### src/rtl/qracc_sram_ctrl.sv
// qracc_sram_ctrl: sequences one SRAM read or write at a time onto the
// analog macro's SRAM control pins (PCH -> WL/WRITE -> SAEN).
// Ports:
//   clk, nrst                 clock, asynchronous active-low reset
//   rq_valid_i/rq_ready_o     request handshake (sampled only when idle)
//   rq_wr_i, addr_i, wr_data_i request kind, row address, write data
//   rd_valid_o, rd_data_o     one-cycle read-return pulse and held read data
//   WL, PCH, WR_DATA, WRITE,  registered analog controls
//   CSEL, SAEN
//   SA_OUT                    sense-amp outputs from the macro
module qracc_sram_ctrl #(
  parameter int numRows   = 128,
  parameter int numCols   = 32,
  parameter int pchCycles = 2,
  parameter int wlCycles  = 2,
  parameter int saCycles  = 1,
  localparam int AW = (numRows > 1) ? $clog2(numRows) : 1
) (
  input  logic               clk,
  input  logic               nrst,
  input  logic               rq_wr_i,
  input  logic               rq_valid_i,
  output logic               rq_ready_o,
  output logic               rd_valid_o,
  output logic [numCols-1:0] rd_data_o,
  input  logic [numCols-1:0] wr_data_i,
  input  logic [AW-1:0]      addr_i,
  output logic [numRows-1:0] WL,
  output logic               PCH,
  output logic [numCols-1:0] WR_DATA,
  output logic               WRITE,
  output logic [numCols-1:0] CSEL,
  output logic               SAEN,
  input  logic [numCols-1:0] SA_OUT
);

  localparam int MAXC = (pchCycles > wlCycles) ?
                        ((pchCycles > saCycles) ? pchCycles : saCycles) :
                        ((wlCycles > saCycles) ? wlCycles : saCycles);
  localparam int CW = $clog2(MAXC) + 1;

  localparam logic [CW-1:0] PCH_LAST = CW'(pchCycles - 1);
  localparam logic [CW-1:0] WL_LAST  = CW'(wlCycles - 1);
  localparam logic [CW-1:0] SA_LAST  = CW'(saCycles - 1);

  typedef enum logic [2:0] {
    S_IDLE    = 3'd0,
    S_PRECH   = 3'd1,
    S_ACCESS  = 3'd2,
    S_SENSE   = 3'd3,
    S_RECOVER = 3'd4
  } state_e;

  state_e             state_q, state_d;
  logic [CW-1:0]      cnt_q, cnt_d;
  logic [AW-1:0]      addr_q, addr_d;
  logic               wr_q, wr_d;
  logic [numCols-1:0] data_q, data_d;

  logic               rq_ready_q, rq_ready_d;
  logic               rd_valid_q, rd_valid_d;
  logic [numCols-1:0] rd_data_q, rd_data_d;
  logic [numRows-1:0] wl_q, wl_d;
  logic               pch_q, pch_d;
  logic [numCols-1:0] wr_drv_q, wr_drv_d;
  logic               write_q, write_d;
  logic [numCols-1:0] csel_q, csel_d;
  logic               saen_q, saen_d;

  logic [numRows-1:0] wl_onehot_s;
  logic               addr_ok_s;

  // Decoder: an address with no matching row yields an all-zero wordline.
  function automatic logic [numRows-1:0] row_onehot(input logic [AW-1:0] a);
    logic [numRows-1:0] oh;
    for (int i = 0; i < numRows; i++) begin
      oh[i] = (a == AW'(i));
    end
    return oh;
  endfunction

  assign wl_onehot_s = row_onehot(addr_q);
  assign addr_ok_s   = |wl_onehot_s;

  // State, phase counter, latched request and registered outputs.
  always_ff @(posedge clk or negedge nrst) begin
    if (!nrst) begin
      state_q    <= S_IDLE;
      cnt_q      <= '0;
      addr_q     <= '0;
      wr_q       <= 1'b0;
      data_q     <= '0;
      rq_ready_q <= 1'b1;
      rd_valid_q <= 1'b0;
      rd_data_q  <= '0;
      wl_q       <= '0;
      pch_q      <= 1'b0;
      wr_drv_q   <= '0;
      write_q    <= 1'b0;
      csel_q     <= '0;
      saen_q     <= 1'b0;
    end else begin
      state_q    <= state_d;
      cnt_q      <= cnt_d;
      addr_q     <= addr_d;
      wr_q       <= wr_d;
      data_q     <= data_d;
      rq_ready_q <= rq_ready_d;
      rd_valid_q <= rd_valid_d;
      rd_data_q  <= rd_data_d;
      wl_q       <= wl_d;
      pch_q      <= pch_d;
      wr_drv_q   <= wr_drv_d;
      write_q    <= write_d;
      csel_q     <= csel_d;
      saen_q     <= saen_d;
    end
  end

  // Next state, phase counter and request latch.
  always_comb begin
    state_d = state_q;
    cnt_d   = cnt_q;
    addr_d  = addr_q;
    wr_d    = wr_q;
    data_d  = data_q;
    case (state_q)
      S_IDLE: begin
        // rq_ready_q is high exactly while idle, so this is the handshake.
        if (rq_valid_i && rq_ready_q) begin
          addr_d  = addr_i;
          wr_d    = rq_wr_i;
          data_d  = wr_data_i;
          cnt_d   = '0;
          state_d = S_PRECH;
        end else begin
          state_d = S_IDLE;
        end
      end
      S_PRECH: begin
        if (cnt_q == PCH_LAST) begin
          cnt_d   = '0;
          state_d = S_ACCESS;
        end else begin
          cnt_d = cnt_q + CW'(1);
        end
      end
      S_ACCESS: begin
        if (cnt_q == WL_LAST) begin
          cnt_d   = '0;
          state_d = wr_q ? S_RECOVER : S_SENSE;
        end else begin
          cnt_d = cnt_q + CW'(1);
        end
      end
      S_SENSE: begin
        if (cnt_q == SA_LAST) begin
          cnt_d   = '0;
          state_d = S_RECOVER;
        end else begin
          cnt_d = cnt_q + CW'(1);
        end
      end
      S_RECOVER: begin
        cnt_d   = '0;
        state_d = S_IDLE;
      end
      default: begin
        cnt_d   = '0;
        state_d = S_IDLE;
      end
    endcase
  end

  // Output decode from the next state so every pin is a flop aligned with
  // the state it belongs to.
  always_comb begin
    rq_ready_d = (state_d == S_IDLE);
    rd_valid_d = 1'b0;
    wl_d       = '0;
    pch_d      = 1'b0;
    wr_drv_d   = '0;
    write_d    = 1'b0;
    csel_d     = '0;
    saen_d     = 1'b0;
    case (state_d)
      S_PRECH: begin
        pch_d = 1'b1;
      end
      S_ACCESS: begin
        wl_d   = wl_onehot_s;
        csel_d = '1;
        if (wr_q) begin
          write_d  = 1'b1;
          wr_drv_d = data_q;
        end else begin
          write_d  = 1'b0;
          wr_drv_d = '0;
        end
      end
      S_SENSE: begin
        wl_d   = wl_onehot_s;
        csel_d = '1;
        saen_d = 1'b1;
      end
      S_RECOVER: begin
        rd_valid_d = ~wr_q;
      end
      default: begin
        rd_valid_d = 1'b0;
      end
    endcase
    // Capture on the last sense cycle; a row that does not exist reads as 0.
    if ((state_q == S_SENSE) && (cnt_q == SA_LAST)) begin
      rd_data_d = addr_ok_s ? SA_OUT : '0;
    end else begin
      rd_data_d = rd_data_q;
    end
  end

  assign rq_ready_o = rq_ready_q;
  assign rd_valid_o = rd_valid_q;
  assign rd_data_o  = rd_data_q;
  assign WL         = wl_q;
  assign PCH        = pch_q;
  assign WR_DATA    = wr_drv_q;
  assign WRITE      = write_q;
  assign CSEL       = csel_q;
  assign SAEN       = saen_q;

endmodule

### config.mk
export PLATFORM = sky130hd
export DESIGN_NAME = qracc_sram_ctrl
export DESIGN_NICKNAME = d
export VERILOG_FILES = /design/src/rtl/qracc_sram_ctrl.sv
export SDC_FILE = /design/constraint.sdc
export NUM_CORES = 1
export LEC_CHECK = 0
export BUFFER_PORTS_ARGS = -buffer_cell sky130_fd_sc_hd__buf_2
export CORE_UTILIZATION = 42
export CTS_CLUSTER_SIZE = 28
export DETAILED_ROUTE_END_ITERATION = 7
export PLACE_DENSITY = 0.67
export SYNTH_ARGS = -nofsm -noshare
export SYNTH_HDL_FRONTEND = slang
export SYNTH_SLANG_ARGS = --single-unit
### constraint.sdc
create_clock -name clk -period 2.7 [get_ports clk]
set_input_delay 0.27 -clock clk [delete_from_list [all_inputs] [get_ports clk]]
set_output_delay 0.27 -clock clk [all_outputs]
set_load 0.01 [all_outputs]
**Word-level counts from Yosys, hierarchy flattened**

Index checks and enable logic that the tools add are counted.

- Flip-flop bits (word level): 274
- Output and inout bits: 229
- Word-level logic and storage cells: 182
- Bits of input ports: 75

- Eq/ne operators: 136
- Add/sub/neg operators: 1
- Multiplexer cells: 20
- Bitwise gates (word level): 1
- Reduce and logical (&&, ||, !) cells: 10

Operator list:

| operator | count |
|---|---|
| $eq A7 B7 Y1 const B | 64 |
| $eq A7 B6 Y1 const B | 32 |
| $mux W128 | 1 |
| $mux W32 | 4 |
| $reduce_or A128 Y1 | 1 |
| $eq A7 B5 Y1 const B | 16 |
| $eq A7 B4 Y1 const B | 8 |
| $eq A7 B3 Y1 const B | 4 |
| $eq A7 B2 Y1 const B | 2 |
| $eq A3 B2 Y1 const B | 4 |
| $mux W3 | 4 |
| $pmux W3 S4 | 1 |
| $eq A7 B1 Y1 const B | 1 |
| $logic_not A7 Y1 | 1 |
| $eq A3 B1 Y1 const B | 2 |
| $logic_not A3 Y1 | 2 |
| $mux W1 | 6 |
| $mux W2 | 3 |
| $pmux W2 S3 | 1 |
| $reduce_or A2 Y1 | 2 |
| $eq A3 B3 Y1 const B | 1 |
| $add A2 B1 Y2 const B | 1 |
| $eq A2 B1 Y1 const B | 1 |
| $logic_and A1 B1 Y1 | 2 |
| other kinds (4) | 4 |

**Longest topological paths before layout**

- Depth after elaboration: 6
- Mapped depth: 7

**Worst setup path before layout**

No wires, ideal clock.

- Path kind: register -> register
- Start: register cnt_q[0]
- End: register write_q, in the netlist WRITE
- Setup slack: 0.947 ns
- Stages on the path, launching flop included: 7
- Required time: 2.562 ns
- Arrival time: 1.615 ns
- Path buffers: 2
- Cells stage by stage: dfrtp_1 ha_1 or2_2 a32oi_1 clkbuf_1 buf_2 nor4_1

- Word-level cells in the longest chain between the ends: 5
- Elaborated cells between the ends (all ways): 8
- Classes of those cells: eq/ne: 2; mux: 5; reduce/logical: 1

Ends and longest elaborated chain:

| element | line | RTL |
|---|---|---|
| from (decl) | 55 | `logic [CW-1:0] cnt_q, cnt_d;` |
| from (signal assigned) | 104 | `cnt_q <= cnt_d;` |
| $eq A2 B1 Y1 / $logic_not A2 Y1 (equally long branches) | 141, 149, 157 |  |
| $mux W3 (on tied branches) | 149, 141, 157 |  |
| $pmux W3 S4 (*) | 127 | `case (state_q)` |
| $eq A3 B2 Y1 (*) | 186 | `case (state_d)` |
| $mux W1 (*) | 186 |  |
| via write_d | 66 | `logic write_q, write_d;` |
| to (signal assigned) | 114 | `write_q <= write_d;` |
| to (decl) | 66 |  |

Mark *: on every way through the listed nets, which the timed path passes. The rest lies on a longest branch.
A chain may end at the register's enable or synchronous reset.

**Worst setup path after layout**

- Start: register cnt_q[0]
- End: register rd_data_q[31], in the netlist rd_data_o[31]

- Word-level cells in the longest chain between the ends: 2

Ends and longest elaborated chain:

| element | line | RTL |
|---|---|---|
| $logic_not A2 Y1 | 214 | `if ((state_q == S_SENSE) && (cnt_q == SA_LAST)) begin` |
| $logic_and A1 B1 Y1 | 214 |  |
| to (signal assigned) | 110 | `rd_data_q <= rd_data_d;` |
| to (decl) | 62 | `logic [numCols-1:0] rd_data_q, rd_data_d;` |

No other way between the ends.

==> flow_summary.json <==
{
  "outcome": "finished clean",
  "numCtsBuffers": 26,
  "tightest_slew_ps": 1070,
  "synthCells": 675,
  "drive_above_1_share_pct": 43.0,
  "fp.dieH_um": 149,
  "coreArea_um2": 21100,
  "htree_levels": 1,
  "drt_iter0_drc": 319,
  "period_needed_ps": 2280,
  "fin_crit_sh_pct": 84.6,
  "slew_headroom_pct": 29.0,
  "place.gp.congestion": 0.759,
  "die_area_um2": 22200,
  "syn_area_um2": 9090,
  "port_buffers": 303,
  "fmax_mhz": 438,
  "post-cts-setup-buffers": 0,
  "first_pass_iters": 4,
  "hp-class": "primary input to register",
  "end_kind": "register",
  "clock-sinks": 243,
  "drc": 0,
  "antenna_found_initial": 0,
  "syn_to_final_growth_pct": 34.0,
  "grt_usage_pct": 21.7,
  "crit_start": "cnt_q[0]",
  "endpoint": "rd_data_o[31]",
  "reg2reg_to": "rd_data_o[31]",
  "syn_area_per_cell_um2": 13.5,
  "nets": 1079,
  "setup_viol": 0,
  "ys_types": 35,
  "rsz0062_at_grt": "false",
  "start_kind": "register",
  "cts_hold_buf": 73,
  "clk_latency_ps": 540,
  "hold_viol": 0,
  "finalMaxSlewViolations": 0,
  "arrival_ps": 2690,
  "cts.repair.resized": 0,
  "wirelength_um": 24200,
  "reg2reg_depth": 5,
  "dieWidth_um": 149,
  "ys.warnings.count": 0,
  "tns_ps": 0,
  "clk_path_buf_depth": 3,
  "tritoncts": "done",
  "num_vias": 6590,
  "overflow": 0,
  "path_clk_slew_ps": 60,
  "synthesis.nets": 755,
  "skew_ps": 26.0,
  "antenna_left": 0,
  "vdd_drop_max_v": 0.000876,
  "max-cap-violations": 0,
  "grt_pass1_vias": 6567,
  "initial_utilization_pct": 43.1,
  "setup_ws_ps": 416,
  "io_pins": 304,
  "wl_per_cell_um": 18.7,
  "r2r_setup_slack_ps": 420,
  "grt_pass1_wl_um": 37200,
  "std_cell_rows": 53,
  "antenna_cells": 0,
  "grt_max_degree": 137,
  "yosysSeqAreaShare_pct": 66.9,
  "place_ws_ps": 420,
  "crit_required_ps": 3100,
  "cts_root_buffer": "clkbuf_16",
  "power_density_nw_per_um2": 1060,
  "place_hpwl_um": 14700,
  "r2r_start": "cnt_q[0]",
  "synth-seq-cells": 243,
  "critical_path_class": "register to register",
  "vias_per_cell": 5.10,
  "leakagePower_nw": 6.18,
  "crit_path_max_fanout": 32,
  "whs_ps": 253
}
## cell usage in the layout, fill, tap and decap left out, types with 4 or more instances in the layout
cell           instances
buf_2                302
dfrtp_1              242
nor3_1               130
dlygate4sd3_1         73
mux2_2                42
nor4_1                34
o211ai_1              32
mux2_4                30
clkbuf_16             26
nand2_1               16
clkbuf_8               9
nor2b_1                8
nand3_1                7
buf_4                  6
nor2_1                 5
ha_1                   5
clkinv_2               5
buf_12                 5
nand3b_1               4
clkbuf_1               4
## Yosys cell counts, drive strengths merged
library cell | count | share of area [%]
mux2 | 72 | 10
nor3 | 130 | 7.2
a221oi | 2 | 0.19
nor4 | 35 | 2.4
nand2b | 2 | 0.14
mux2i | 2 | 0.22
nand3 | 7 | 0.39
nand4 | 1 | 0.069
or3b | 1 | 0.096
buf | 70 | 5.0
a211oi | 3 | 0.25
o211ai | 32 | 2.6
clkbuf | 21 | 0.87
nand2 | 16 | 0.66
a21oi | 3 | 0.17
nor3b | 1 | 0.14
inv | 4 | 0.17
nor2b | 8 | 0.55
dfstp | 1 | 0.29
or3 | 1 | 0.069
a32o | 1 | 0.11
o21ai | 1 | 0.055
or2 | 2 | 0.14
ha | 5 | 0.69
nor2 | 5 | 0.21
nand3b | 4 | 0.33
a32oi | 2 | 0.19
or4 | 1 | 0.083
dfrtp | 242 | 67
## kinds of logic (layout without fill, tap and decap cells)
logic type,count (synthesis),count (layout),synth area share [%]
compound gates,44,44,3.61
fa+ha+maj,5,5,0.688
buf+inv,95,438,5.99
flops,243,243,66.9
mux,74,74,10.4
simple gates,214,214,12.4
## layer usage
layer	track usage [%]	share of wire (%)
met2	37.3	51
met1	27.8	41
met3	4.86	6.4
met4	5.36	1.6
met5	0	0
## power breakdown
| group | switching (W) | internal, W |
|---|---|---|
| combinational | 0.00276 | 0.00174 |
| clock | 0.00144 | 0.00202 |
| sequential | 0.000549 | 0.00442 |
| total | 0.00475 | 0.00818 |
## layout make-up
type	instances	area [um^2]
inverters	4	15.0
repair buffers	387	2400
multi-input cells	337	2490
clock inverters	8	56.3
fillers	1692	8910
flip-flops and latches	243	6080
clock buffers	39	790
well taps	275	344
## worst max-delay path, stage by stage, from the launching register on
cell     delay [ps]
dfrtp_1         430
inv_1           110
ha_1            250
nand2_1         120
or2_2           840
mux2_2          420
## stage by stage
stage          instances  total power (W)  area [um^2]  utilization, %
2_1_floorplan        675          0.00816         9090               -
3_3_place_gp        1173          0.00932        10600            50.3
3_5_place_dp        1173          0.00941        10600            50.3
4_1_cts             1293           0.0130        12200            57.8
5_1_grt             1293           0.0136        12200            57.8
6_report            1293           0.0129        12200            57.8
## state kept, by name, summed over array words and instances, names as in the netlist, 2 cells and up
signal,count
cnt_q,2
rd_data_o,32
data_q,32
WR_DATA,32
addr_q,7
state_q,3
WL,128
## worst min-delay path by stage
stage | from | end | slack [ps] | cells after the start
CTS | rq_valid_i | state_q[0] | 230 | 4
global route | rq_valid_i | state_q[0] | 280 | 4
detailed placement | nrst | WL[6] | 260 | 1
global placement | nrst | WL[124] | 260 | 1
finish | rq_valid_i | state_q[0] | 250 | 4
floorplan | nrst | CSEL[30] | -30 | 0
Power figures use the tool's default switching activity.
